## config.mk

```make
export PLATFORM = sky130hd
export DESIGN_NAME = uart_msg_sender
export DESIGN_NICKNAME = d
export VERILOG_FILES = /design/src/rtl/uart_msg_sender.sv
export SDC_FILE = /design/constraint.sdc
export NUM_CORES = 1
export LEC_CHECK = 0
export ABC_AREA = 1
export CAP_MARGIN = 25
export CORE_ASPECT_RATIO = 0.8
export CORE_MARGIN = 4
export CORE_UTILIZATION = 30
export DETAILED_ROUTE_END_ITERATION = 7
export HOLD_SLACK_MARGIN = 0.03
export PLACE_DENSITY = 0.51
export SETUP_SLACK_MARGIN = 0.1
export SYNTH_ARGS = -nofsm -noshare
export SYNTH_HDL_FRONTEND = slang
export SYNTH_SLANG_ARGS = --single-unit
export TNS_END_PERCENT = 50
```

## constraint.sdc

```tcl
create_clock -name clk -period 3.2 [get_ports clk]
set_input_delay 0.64 -clock clk [delete_from_list [all_inputs] [get_ports clk]]
set_output_delay 0.64 -clock clk [all_outputs]
set_load 0.05 [all_outputs]
```

## src/rtl/uart_msg_sender.sv

```systemverilog
// uart_msg_sender: on a one-cycle wr request, looks up a status message by
// code and streams its bytes, then the line terminator (plus LF when
// APPEND_LF=1), to a UART TX core over a send/busy handshake.
// Optional feature macro: UART_MSG_HEX_EN inserts " 0xHH" (hex of arg)
// between the message text and the terminator.
module uart_msg_sender #(
    parameter int         CODE_W    = 8,
    parameter int         BUSY_LAT  = 2,
    parameter logic [7:0] TERM      = 8'h0D,
    parameter int         APPEND_LF = 0
) (
    input  logic              clk,
    input  logic              rst,
    input  logic              wr,
    input  logic [CODE_W-1:0] msg,
    input  logic [7:0]        arg,
    input  logic              busy,
    output logic              send,
    output logic [7:0]        data,
    output logic              ready,
    output logic              done,
    output logic              err
);

    typedef enum logic [2:0] {IDLE, LOOKUP, WAIT, STROBE, HOLD, DONE} state_t;

`ifdef UART_MSG_HEX_EN
    localparam logic [4:0] HEX_N = 5'd5;
`else
    localparam logic [4:0] HEX_N = 5'd0;
`endif
    localparam logic [4:0] LF_N = (APPEND_LF != 0) ? 5'd1 : 5'd0;

    state_t             state;
    state_t             state_nxt;
    logic [CODE_W-1:0]  msg_q;
    logic [CODE_W+7:0]  code_ext;
    logic [7:0]         code8;
    logic               known;
    logic [4:0]         msg_len;
    logic [0:13][7:0]   rom_text;
    logic [4:0]         idx;
    logic [4:0]         sel_idx;
    logic [4:0]         term_idx;
    logic [4:0]         last_idx;
    logic [7:0]         sel_byte;
    logic [3:0]         hold_cnt;
    logic               hold_end;
    logic [7:0]         data_q;
    logic               err_q;
    logic               unused_code_hi;

`ifdef UART_MSG_HEX_EN
    logic [7:0]         arg_q;
    logic [4:0]         hex_pos;

    function automatic logic [7:0] hex_ascii(input logic [3:0] n);
        return (n < 4'd10) ? (8'h30 + {4'h0, n}) : (8'h37 + {4'h0, n});
    endfunction
`else
    logic               unused_arg;
    assign unused_arg = ^arg;
`endif

    // Codes match on the low 8 bits; narrower codes are zero-extended.
    assign code_ext       = {8'h00, msg_q};
    assign code8          = code_ext[7:0];
    assign unused_code_hi = ^code_ext[CODE_W+7:8];

    // Message ROM: text left-aligned (byte 0 first) plus its length.
    always_comb begin
        known    = 1'b1;
        msg_len  = 5'd3;
        rom_text = '0;
        case (code8)
            8'hFF: rom_text = {"xxx", 88'h0};
            8'hFE: rom_text = {"sss", 88'h0};
            8'hFD: begin
                rom_text = {"Error crc!", 32'h0};
                msg_len  = 5'd10;
            end
            8'hFC: begin
                rom_text = "Error command!";
                msg_len  = 5'd14;
            end
            8'hFB: rom_text = {"ok!", 88'h0};
            default: begin
                known   = 1'b0;
                msg_len = 5'd0;
            end
        endcase
    end

    assign term_idx = msg_len + HEX_N;
    assign last_idx = term_idx + LF_N;
    assign sel_idx  = (state == LOOKUP) ? 5'd0 : idx + 5'd1;
    assign hold_end = (hold_cnt == 4'd1);

    // Byte at position sel_idx: text, optional hex suffix, terminator, LF.
    always_comb begin
        sel_byte = 8'h0A;
`ifdef UART_MSG_HEX_EN
        hex_pos  = sel_idx - msg_len;
`endif
        if (sel_idx < msg_len) begin
            sel_byte = rom_text[sel_idx[3:0]];
        end
`ifdef UART_MSG_HEX_EN
        else if (sel_idx < term_idx) begin
            case (hex_pos)
                5'd0:    sel_byte = 8'h20;
                5'd1:    sel_byte = 8'h30;
                5'd2:    sel_byte = 8'h78;
                5'd3:    sel_byte = hex_ascii(arg_q[7:4]);
                default: sel_byte = hex_ascii(arg_q[3:0]);
            endcase
        end
`endif
        else if (sel_idx == term_idx) begin
            sel_byte = TERM;
        end
    end

    // State register with synchronous active-low reset.
    always_ff @(posedge clk) begin
        if (!rst) state <= IDLE;
        else      state <= state_nxt;
    end

    // Next-state logic for the request/lookup/byte-handshake sequence.
    always_comb begin
        state_nxt = state;
        case (state)
            IDLE:    if (wr && ready) state_nxt = LOOKUP;
            LOOKUP:  state_nxt = known ? WAIT : IDLE;
            WAIT:    if (!busy) state_nxt = STROBE;
            STROBE:  state_nxt = HOLD;
            HOLD:    if (hold_end) state_nxt = (idx == last_idx) ? DONE : WAIT;
            DONE:    state_nxt = IDLE;
            default: state_nxt = IDLE;
        endcase
    end

    // Request capture, byte index, data register, busy-ignore counter, err pulse.
    always_ff @(posedge clk) begin
        if (!rst) begin
            msg_q    <= '0;
            idx      <= 5'd0;
            data_q   <= 8'h00;
            hold_cnt <= 4'd0;
            err_q    <= 1'b0;
`ifdef UART_MSG_HEX_EN
            arg_q    <= 8'h00;
`endif
        end else begin
            err_q <= 1'b0;
            case (state)
                IDLE: begin
                    if (wr && ready) begin
                        msg_q <= msg;
                        idx   <= 5'd0;
`ifdef UART_MSG_HEX_EN
                        arg_q <= arg;
`endif
                    end
                end
                LOOKUP: begin
                    if (known) data_q <= sel_byte;
                    else       err_q  <= 1'b1;
                end
                STROBE: hold_cnt <= 4'(BUSY_LAT);
                HOLD: begin
                    hold_cnt <= hold_cnt - 4'd1;
                    if (hold_end && (idx != last_idx)) begin
                        idx    <= idx + 5'd1;
                        data_q <= sel_byte;
                    end
                end
                default: ;
            endcase
        end
    end

    assign send  = (state == STROBE);
    assign done  = (state == DONE);
    assign ready = (state == IDLE) && !err_q;
    assign err   = err_q;
    assign data  = data_q;

endmodule

```

==> metrics, run 1 <==
commonest cells in the synthesized netlist=93 x sky130_fd_sc_hd__nand2_1, 33 x sky130_fd_sc_hd__nand3_1, 28 x sky130_fd_sc_hd__dfxtp_1, 28 x sky130_fd_sc_hd__inv_1, 26 x sky130_fd_sc_hd__a21oi_1; netlist area before placement=2150 µm²; Worst setup EP type=output pin; Post-CTS Resized=0; area share of the largest cell type after synthesis=0.261; Fillers=756; Fin Clk Skew=6.11 ps; placed insts=439; leakage power=1.13 nW; largest fanout of any net on the critical path=7; synthesis-to-layout area growth=17.8%; number of enable flip-flop cells after synthesis=0; # Post-CTS Setup Buffers=0; utilization of the core after routing=0.366; count of synthesis-stage warnings from yosys=0; time the final worst path needs with I/O delays and setup=2740 ps; actual transition at the worst max-transition pin=499 ps; area share of and/or/nand/nor cells after synthesis=0.453; worst slew margin relative to its limit=0.666; share of synthesized cell area in full adder, half adder and majority cells=0.0349; Seq/Total Area, Yosys=0.261; number of buffers inserted by port buffering=22; detail-routed net length per standard cell=~12 µm; cell with the most instances after synthesis=sky130_fd_sc_hd__nand2_1; final-layout worst hold slack=468 ps; leading post-synthesis cells by cell area=sky130_fd_sc_hd__dfxtp_1 26%, sky130_fd_sc_hd__nand2_1 16%, sky130_fd_sc_hd__nand3_1 7.7%; cells after synthesis=334; max-cap viol count=0; Max Freq=around 360 MHz; site row count=27; wire length on met3=235 µm; routed length on met1=2840 µm; maximum clock path buffer count=2; grt total ovfl=0; die height=83.7 µm; Data required, critical path=2560 ps; first-pass detailed-route iteration total=5; floorplan die area=8600 µm²; outcome=finished clean; Clock transition at path regs=100 ps; antenna violations before repair=0; remaining routing DRC violations=0; final worst path period share=0.857; XOR/XNOR Fraction of Synth Area=0.00814; final design instance area without fill=2530 µm²; floorplan core area=6930 µm²; number of register bits inferred by synthesis=28; TritonCTS clock tree=done; first-iteration detailed-routing DRC count=about 120; worst min-delay path category=reg -> reg; WL final=5420 µm; number of failing setup endpoints in the final timing report=0; overall power after layout=1.43 mW; Critical Path AT=~2100 ps; global-route usage over all layers=0.136; number of nets at the end of the flow=roughly 380; top metal layer carrying routed signals=met4; number of nets with antenna violations after detailed routing=0; peak supply drop=0.000333 V; fraction of the mapped netlist area in compound gates=0.147; RSZ-0062 raised after global routing=false; cell type contributing the most total cell area after synthesis=sky130_fd_sc_hd__dfxtp_1; Pwr per Cell Area=around 570 nW/µm²; Total Negative Setup Slacks=0 ps; number of slew-limit violations in the final report=0; Detail Route met2 WL=~2300 µm; Placement Setup Slack=709 ps; critical path launch point type=register; worst-case setup margin in the final layout=between 400 and 500 ps; main combinational cell family by area after synthesis=simple AND/OR/NAND/NOR gates; Placed Instance Area=2460 µm²; share of layout cells above drive strength 1=0.143; initial core utilization=0.311; H-Tree Depth=1; mux cell area share after synthesis=0; total of hold buffers inserted after clock tree synthesis=0; Avg Inst Size Synth=6.44 µm²; pin count of the biggest net entering global routing=17; TritonCTS Buffers=3; first-pass GRT wire length=between 9000 and 10,000 µm; Clk Tree Root Cell=sky130_fd_sc_hd__clkbuf_8; endpoints failing hold=0; antenna cells=0; Synth Net Count=360; number of sinks driven by the clock tree=28; Die X=103 µm; most used flip-flop cell after synthesis=sky130_fd_sc_hd__dfxtp_1; post-synthesis async set-or-reset flop share=0; per-cell via count in the routed design=4.83; critical path type=reg -> out; final weighted congestion in routability-driven placement=0.849; clock latency on the worst-skew pair=about 280 ps; half-perimeter wire length of the detailed placement result=4310 µm; Netlist cell types=38; number of vias in the routed layout=between 2,000 and 2,500; count of placed standard cells in the final layout, fillers left out=443; number of global-route vias before repair=around 2,000; io pins=32
-- sequential cells by signal (all words and copies together), names as in the netlist --
signal    count
code8         8
hold_cnt      4
err           1
idx           5
state         3
data          7
-- kinds of logic after synthesis --
logic type                 Yosys count
DFF                                 28
adders and majority gates            6
AOI/OAI and AO/OA                   57
xor gates and xnor gates             2
and+or+nand+nor                    190
buffers and inverters               50
other                                1
-- critical path, stage by stage, from the launching register on --
cell and delay [ps]:
sky130_fd_sc_hd__dfxtp_1 390, sky130_fd_sc_hd__nor2_2 210, sky130_fd_sc_hd__inv_2 80, sky130_fd_sc_hd__nor3_4 270, sky130_fd_sc_hd__clkdlybuf4s50_1 870
-- area by class of cell --
class | instances | area [µm²] | share of cell area
Multi-Input combinational cell | 256 | 1390 | 0.547
Sequential cell | 28 | 561 | 0.221
Timing Repair Buffer | 25 | 243 | 0.0958
Clock buffer | 3 | 41.3 | 0.0163
Clock inverter | 1 | 30.0 | 0.0119
Tap cell | 87 | 109 | 0.0430
Inverter | 43 | 164 | 0.0647
-- layer usage --
metal / up-vias / track usage
met2: 34 / 0.207
met4: 0 / 0.0167
met5: - / 0
met3: 2 / 0.0267
met1: 957 / 0.201
li1: 1145 / -
-- placed cells by master, fill, tap and decap left out, types with 2 or more instances in the layout --
master,synthesis,final
sky130_fd_sc_hd__clkbuf_8,0,3
sky130_fd_sc_hd__o21ai_1,7,7
sky130_fd_sc_hd__a31oi_1,3,3
sky130_fd_sc_hd__nor3_1,6,6
sky130_fd_sc_hd__a21oi_1,26,26
sky130_fd_sc_hd__inv_2,13,13
sky130_fd_sc_hd__o21ai_0,12,12
sky130_fd_sc_hd__buf_4,3,3
sky130_fd_sc_hd__nand3_2,5,5
sky130_fd_sc_hd__nand4_1,5,5
sky130_fd_sc_hd__o211ai_1,3,3
sky130_fd_sc_hd__nor2_4,4,4
sky130_fd_sc_hd__clkdlybuf4s50_1,0,22
sky130_fd_sc_hd__inv_1,28,28
sky130_fd_sc_hd__nor2_1,24,24
sky130_fd_sc_hd__nand2_1,93,93
sky130_fd_sc_hd__nand2_2,4,4
sky130_fd_sc_hd__nor2_2,3,3
sky130_fd_sc_hd__dfxtp_1,28,28
sky130_fd_sc_hd__ha_1,6,6
sky130_fd_sc_hd__nand3_1,33,33
sky130_fd_sc_hd__xor2_1,2,2
sky130_fd_sc_hd__a21oi_2,3,3
sky130_fd_sc_hd__nand2_4,6,6
-- power breakdown --
group	leakage, nW	switching (mW)	internal [mW]
clock	0.0357	0.112	0.168
sequential	0.228	0.0699	0.420
combinational	0.861	0.454	0.211
total	1.13	0.636	0.798
-- final timing paths --
path             from  endpoint  slack [ps]  cells after the start
max          state[0]     ready         460                      4
min reg2reg   data[6]   data[6]         470                      2
max reg2reg  state[2]   data[0]         690                     13
min           data[6]   data[6]         470                      2
No activity file was read; power rests on OpenSTA's default activity.
==> run 2: changes to the inputs <==
--- a/config.mk
+++ b/config.mk
@@ -7,12 +7,14 @@
 export LEC_CHECK = 0
 export ABC_AREA = 1
 export CAP_MARGIN = 25
+export CELL_PAD_IN_SITES_DETAIL_PLACEMENT = 1
+export CELL_PAD_IN_SITES_GLOBAL_PLACEMENT = 1
 export CORE_ASPECT_RATIO = 0.8
-export CORE_MARGIN = 4
+export CORE_MARGIN = 3
 export CORE_UTILIZATION = 30
 export DETAILED_ROUTE_END_ITERATION = 7
 export HOLD_SLACK_MARGIN = 0.03
-export PLACE_DENSITY = 0.51
+export PLACE_DENSITY = 0.67
 export SETUP_SLACK_MARGIN = 0.1
 export SYNTH_ARGS = -nofsm -noshare
 export SYNTH_HDL_FRONTEND = slang
==> metrics, run 2 (synthesis gave the netlist of run 1 again) <==
outcome=finished clean; endpoints failing hold=0; Clk Tree Root Cell=sky130_fd_sc_hd__clkbuf_8; Worst setup EP type=output pin; site row count=26; share of total power in sequential cells=0.354; max-cap viol count=0; TritonCTS Buffers=3; number of global-route vias before repair=2,231; worst min-delay path category=reg -> reg; grt total ovfl=0; Die X=101 µm; pin count of the biggest net entering global routing=20; time the final worst path needs with I/O delays and setup=2710 ps; first-pass detailed-route iteration total=4; design internal power=741 µW; io pins=32; number of vias in the routed layout=between 2,000 and 2,500; global-route usage over all layers=0.164; die height=~80 µm; critical path type=reg -> out; count of placed standard cells in the final layout, fillers left out=roughly 440; final worst path period share=0.847; total of hold buffers inserted after clock tree synthesis=0; initial core utilization=0.323; net switching component of the power=649 µW; placed insts=435; number of nets with antenna violations after detailed routing=0; most common cell after layout, fill and taps aside=sky130_fd_sc_hd__nand2_1; Critical Path AT=roughly 2100 ps; critical path launch point type=register; synthesis-to-layout area growth=16.5%; commonest non-fill, non-tap cells in the layout=93 x sky130_fd_sc_hd__nand2_1, 33 x sky130_fd_sc_hd__nand3_1, 28 x sky130_fd_sc_hd__inv_1, 28 x sky130_fd_sc_hd__dfxtp_1, 26 x sky130_fd_sc_hd__a21oi_1; worst-case setup margin in the final layout=slightly below 500 ps; number of slew-limit violations in the final report=0; first-iteration detailed-routing DRC count=76; half-perimeter wire length of the detailed placement result=4910 µm; RSZ-0062 raised after global routing=false; # Post-CTS Setup Buffers=0; leakage power=between 1 and 1.5 nW; largest fanout of any net on the critical path=7; H-Tree Depth=1; Data required, critical path=2560 ps; Total Negative Setup Slacks=0 ps; floorplan die area=just over 8000 µm²; worst slew margin relative to its limit=0.664; TritonCTS clock tree=done; Placement Setup Slack=625 ps; share of total power in the clock network=0.162; final weighted congestion in routability-driven placement=about 0.80; Post-CTS Resized=0; combinational share of power=0.484; fraction of power spent switching nets=0.467; Fin Clk Skew=between 6 and 7 ps; number of failing setup endpoints in the final timing report=0; clock latency on the worst-skew pair=280 ps; Pwr per Cell Area=about 550 nW/µm²; peak supply drop=0.000344 V; actual transition at the worst max-transition pin=502 ps; per-cell via count in the routed design=roughly 5.0; Clock transition at path regs=100 ps; number of sinks driven by the clock tree=28; antenna cells=0; Max Freq=369 MHz; WL final=slightly above 6000 µm; number of nets at the end of the flow=around 380; remaining routing DRC violations=0; antenna violations before repair=0; number of buffers inserted by port buffering=22; floorplan core area=6670 µm²; maximum clock path buffer count=2; first-pass GRT wire length=between 10,000 and 15,000 µm; detail-routed net length per standard cell=14.0 µm; flip-flop count of the largest register after layout=8; share of layout cells above drive strength 1=0.141
[run 2: power groups by stage]
stage / Clock, mW / Sequential (mW) / Combinational [mW]
after floorplan: 0 / 0.545 / 0.447
after global placement: 0 / 0.498 / 0.666
after detailed placement: 0 / 0.500 / 0.674
after CTS: 0.239 / 0.492 / 0.681
after global routing: 0.253 / 0.506 / 0.756
final: 0.225 / 0.492 / 0.673
[run 2: critical path, cell delays in order, from the launching register on]
cell and delay (ps):
sky130_fd_sc_hd__dfxtp_1 390, sky130_fd_sc_hd__nor2_2 200, sky130_fd_sc_hd__inv_2 80, sky130_fd_sc_hd__nor3_4 250
sky130_fd_sc_hd__clkdlybuf4s50_1 870
[run 2: through the flow]
step                      area [µm²]   util  hold WS [ps]  power (mW)
final                           2510  0.376           472        1.39
after global routing            2510  0.376           491        1.51
after CTS                       2510  0.376           474        1.41
after detailed placement        2450  0.368           458        1.17
after global placement          2450  0.368           449        1.16
after floorplan                 2150      -           437       0.991
[run 2: final cells by class]
class / count / area [µm²]
multi-input combinational: 256 / 1390
sequential: 28 / 561
timing repair buffer: 24 / 235
inverter: 43 / 164
clock buffer: 4 / 55.1
fill: 868 / 4160
tap: 84 / 105
[run 2: worst paths after layout]
check                           startpoint      end  slack, ps  depth (start not counted)
worst max-delay path              state[0]    ready        490                          4
worst min-delay path               data[4]  data[4]        470                          2
worst max register to register    state[2]  data[0]        600                         13
worst min register to register     data[4]  data[4]        470                          2
[run 2: layer usage]
metal  vias up  GRT usage  wire length [µm]
met4         0     0.0296                25
met1      1033      0.235              3190
met2        36      0.262              2710
met5         -          0                 0
met3         2     0.0238               218
li1       1134          -                 -
==> run 3: changes to the inputs <==
==> constraint.sdc (replaced) <==
create_clock -name clk -period 2.5 [get_ports clk]
set_input_delay 0.5 -clock clk [delete_from_list [all_inputs] [get_ports clk]]
set_output_delay 0.5 -clock clk [all_outputs]
set_load 0.05 [all_outputs]
==> metrics, run 3 (synthesis gave the netlist of run 1 again) <==
outcome=finished clean; startpoint of the lowest-slack hold path=data[4]; critical path launch point type=register; Clock transition at path regs=110 ps; antenna cells=0; Die X=101 µm; number of slew-limit violations in the final report=0; floorplan die area=about 8200 µm²; io pins=32; number of nets at the end of the flow=393; flip-flop count of the largest register after layout=8; final worst path period share=0.932; clock latency on the worst-skew pair=280 ps; Fin Clk Skew=13.8 ps; detail-routed net length per standard cell=14.1 µm; number of vias in the routed layout=2,239; first-iteration detailed-routing DRC count=72; cell depth of the worst min-delay path=2; global-route usage over all layers=0.164; count of placed standard cells in the final layout, fillers left out=450; TritonCTS Buffers=3; number of failing setup endpoints in the final timing report=0; pin count of the biggest net entering global routing=17; Worst setup EP type=output pin; first-pass detailed-route iteration total=4; final-layout worst hold slack=468 ps; number of nets with antenna violations after detailed routing=0; Placed Instance Area=2510 µm²; Pwr per Cell Area=713 nW/µm²; utilization of the core after routing=0.397; placed insts=443; length in cells of the worst reg-to-reg path=13; share of layout cells above drive strength 1=0.202; grt total ovfl=0; Clk Tree Root Cell=sky130_fd_sc_hd__clkbuf_8; Worst Hold Path EP=data[4]; final design instance area without fill=2650 µm²; antenna violations before repair=0; Max Freq=between 400 and 500 MHz; Data required, critical path=about 2000 ps; register-to-register path setup slack=about 340 ps; number of sinks driven by the clock tree=28; per-cell via count in the routed design=4.98; maximum clock path buffer count=2; time the final worst path needs with I/O delays and setup=2330 ps; site row count=26; H-Tree Depth=1; endpoint of the worst register-to-register path=data[0]; largest fanout of any net on the critical path=6; Total Negative Setup Slacks=0 ps; synthesis-to-layout area growth=23.0%; leakage power=roughly 1.2 nW; remaining routing DRC violations=0; max-cap viol count=0; startpoint of the most critical register-to-register path=idx[3]; endpoints failing hold=0; total of hold buffers inserted after clock tree synthesis=0; half-perimeter wire length of the detailed placement result=5090 µm; Fillers=861; TritonCTS clock tree=done; most common cell after layout, fill and taps aside=sky130_fd_sc_hd__nand2_1; first-pass GRT wire length=10,900 µm; critical path type=reg -> out; number of global-route vias before repair=2,260; WL final=6340 µm; RSZ-0062 raised after global routing=false; peak supply drop=between 0.0003 and 0.0004 V; Multi-input gate area=1420 µm²; Critical Path AT=~1800 ps; commonest non-fill, non-tap cells in the layout=91 x sky130_fd_sc_hd__nand2_1, 33 x sky130_fd_sc_hd__nand3_1, 28 x sky130_fd_sc_hd__inv_1; number of buffers inserted by port buffering=22; combined flip-flop and latch cell area=574 µm²; floorplan core area=6670 µm²; final weighted congestion in routability-driven placement=between 0.8 and 0.9; initial core utilization=0.323; worst min-delay path category=reg -> reg; die height=roughly 82 µm
## run 3: how the worst max path moves through the flow
stage	from	to	slack [ps]
6_report	state[0]	done	170
4_1_cts	state[0]	done	110
3_5_place_dp	idx[0]	data[0]	220
3_3_place_gp	code8[3]	data[0]	230
2_1_floorplan	state[0]	hold_cnt[1]	250
5_1_grt	idx[3]	data[1]	100
## run 3: stage by stage
stage	setup slack (ps)	power [mW]
floorplan	253	1.27
global route	105	2.02
finish	170	1.88
CTS	114	1.87
global placement	235	1.49
detailed placement	218	1.51
## run 3: critical path: stages, from the launching register on
cell                              delay [ps]
sky130_fd_sc_hd__dfxtp_2                 420
sky130_fd_sc_hd__inv_1                    80
sky130_fd_sc_hd__nor3_1                  210
sky130_fd_sc_hd__clkdlybuf4s50_1         840
## run 3: report_power, final
part	internal [mW]	switching, mW	leakage [nW]	total (mW)
clock	0.215	0.152	0.0357	0.366
sequential	0.539	0.0890	0.232	0.628
combinational	0.280	0.610	0.917	0.890
total	1.03	0.851	1.19	1.88
## run 3: layout make-up
type                       count  share of cell area
inverter                      43              0.0620
multi-input combinational    256               0.535
clock buffer                   3              0.0156
sequential                    28               0.217
timing repair buffer          35               0.119
clock inverter                 1              0.0114
tap                           84              0.0397
## run 3: repair_timing
action	CTS	global route
endpoints found under the setup margin	1	8
buffers inserted	0	3
gates resized for setup	1	16
## run 3: per-layer routing
layer	vias up	wire length, µm	track usage
met5	-	0	0
li1	1160	-	-
met2	28	2830	0.279
met3	4	214	0.0272
met1	1047	3240	0.225
met4	0	57	0.0229
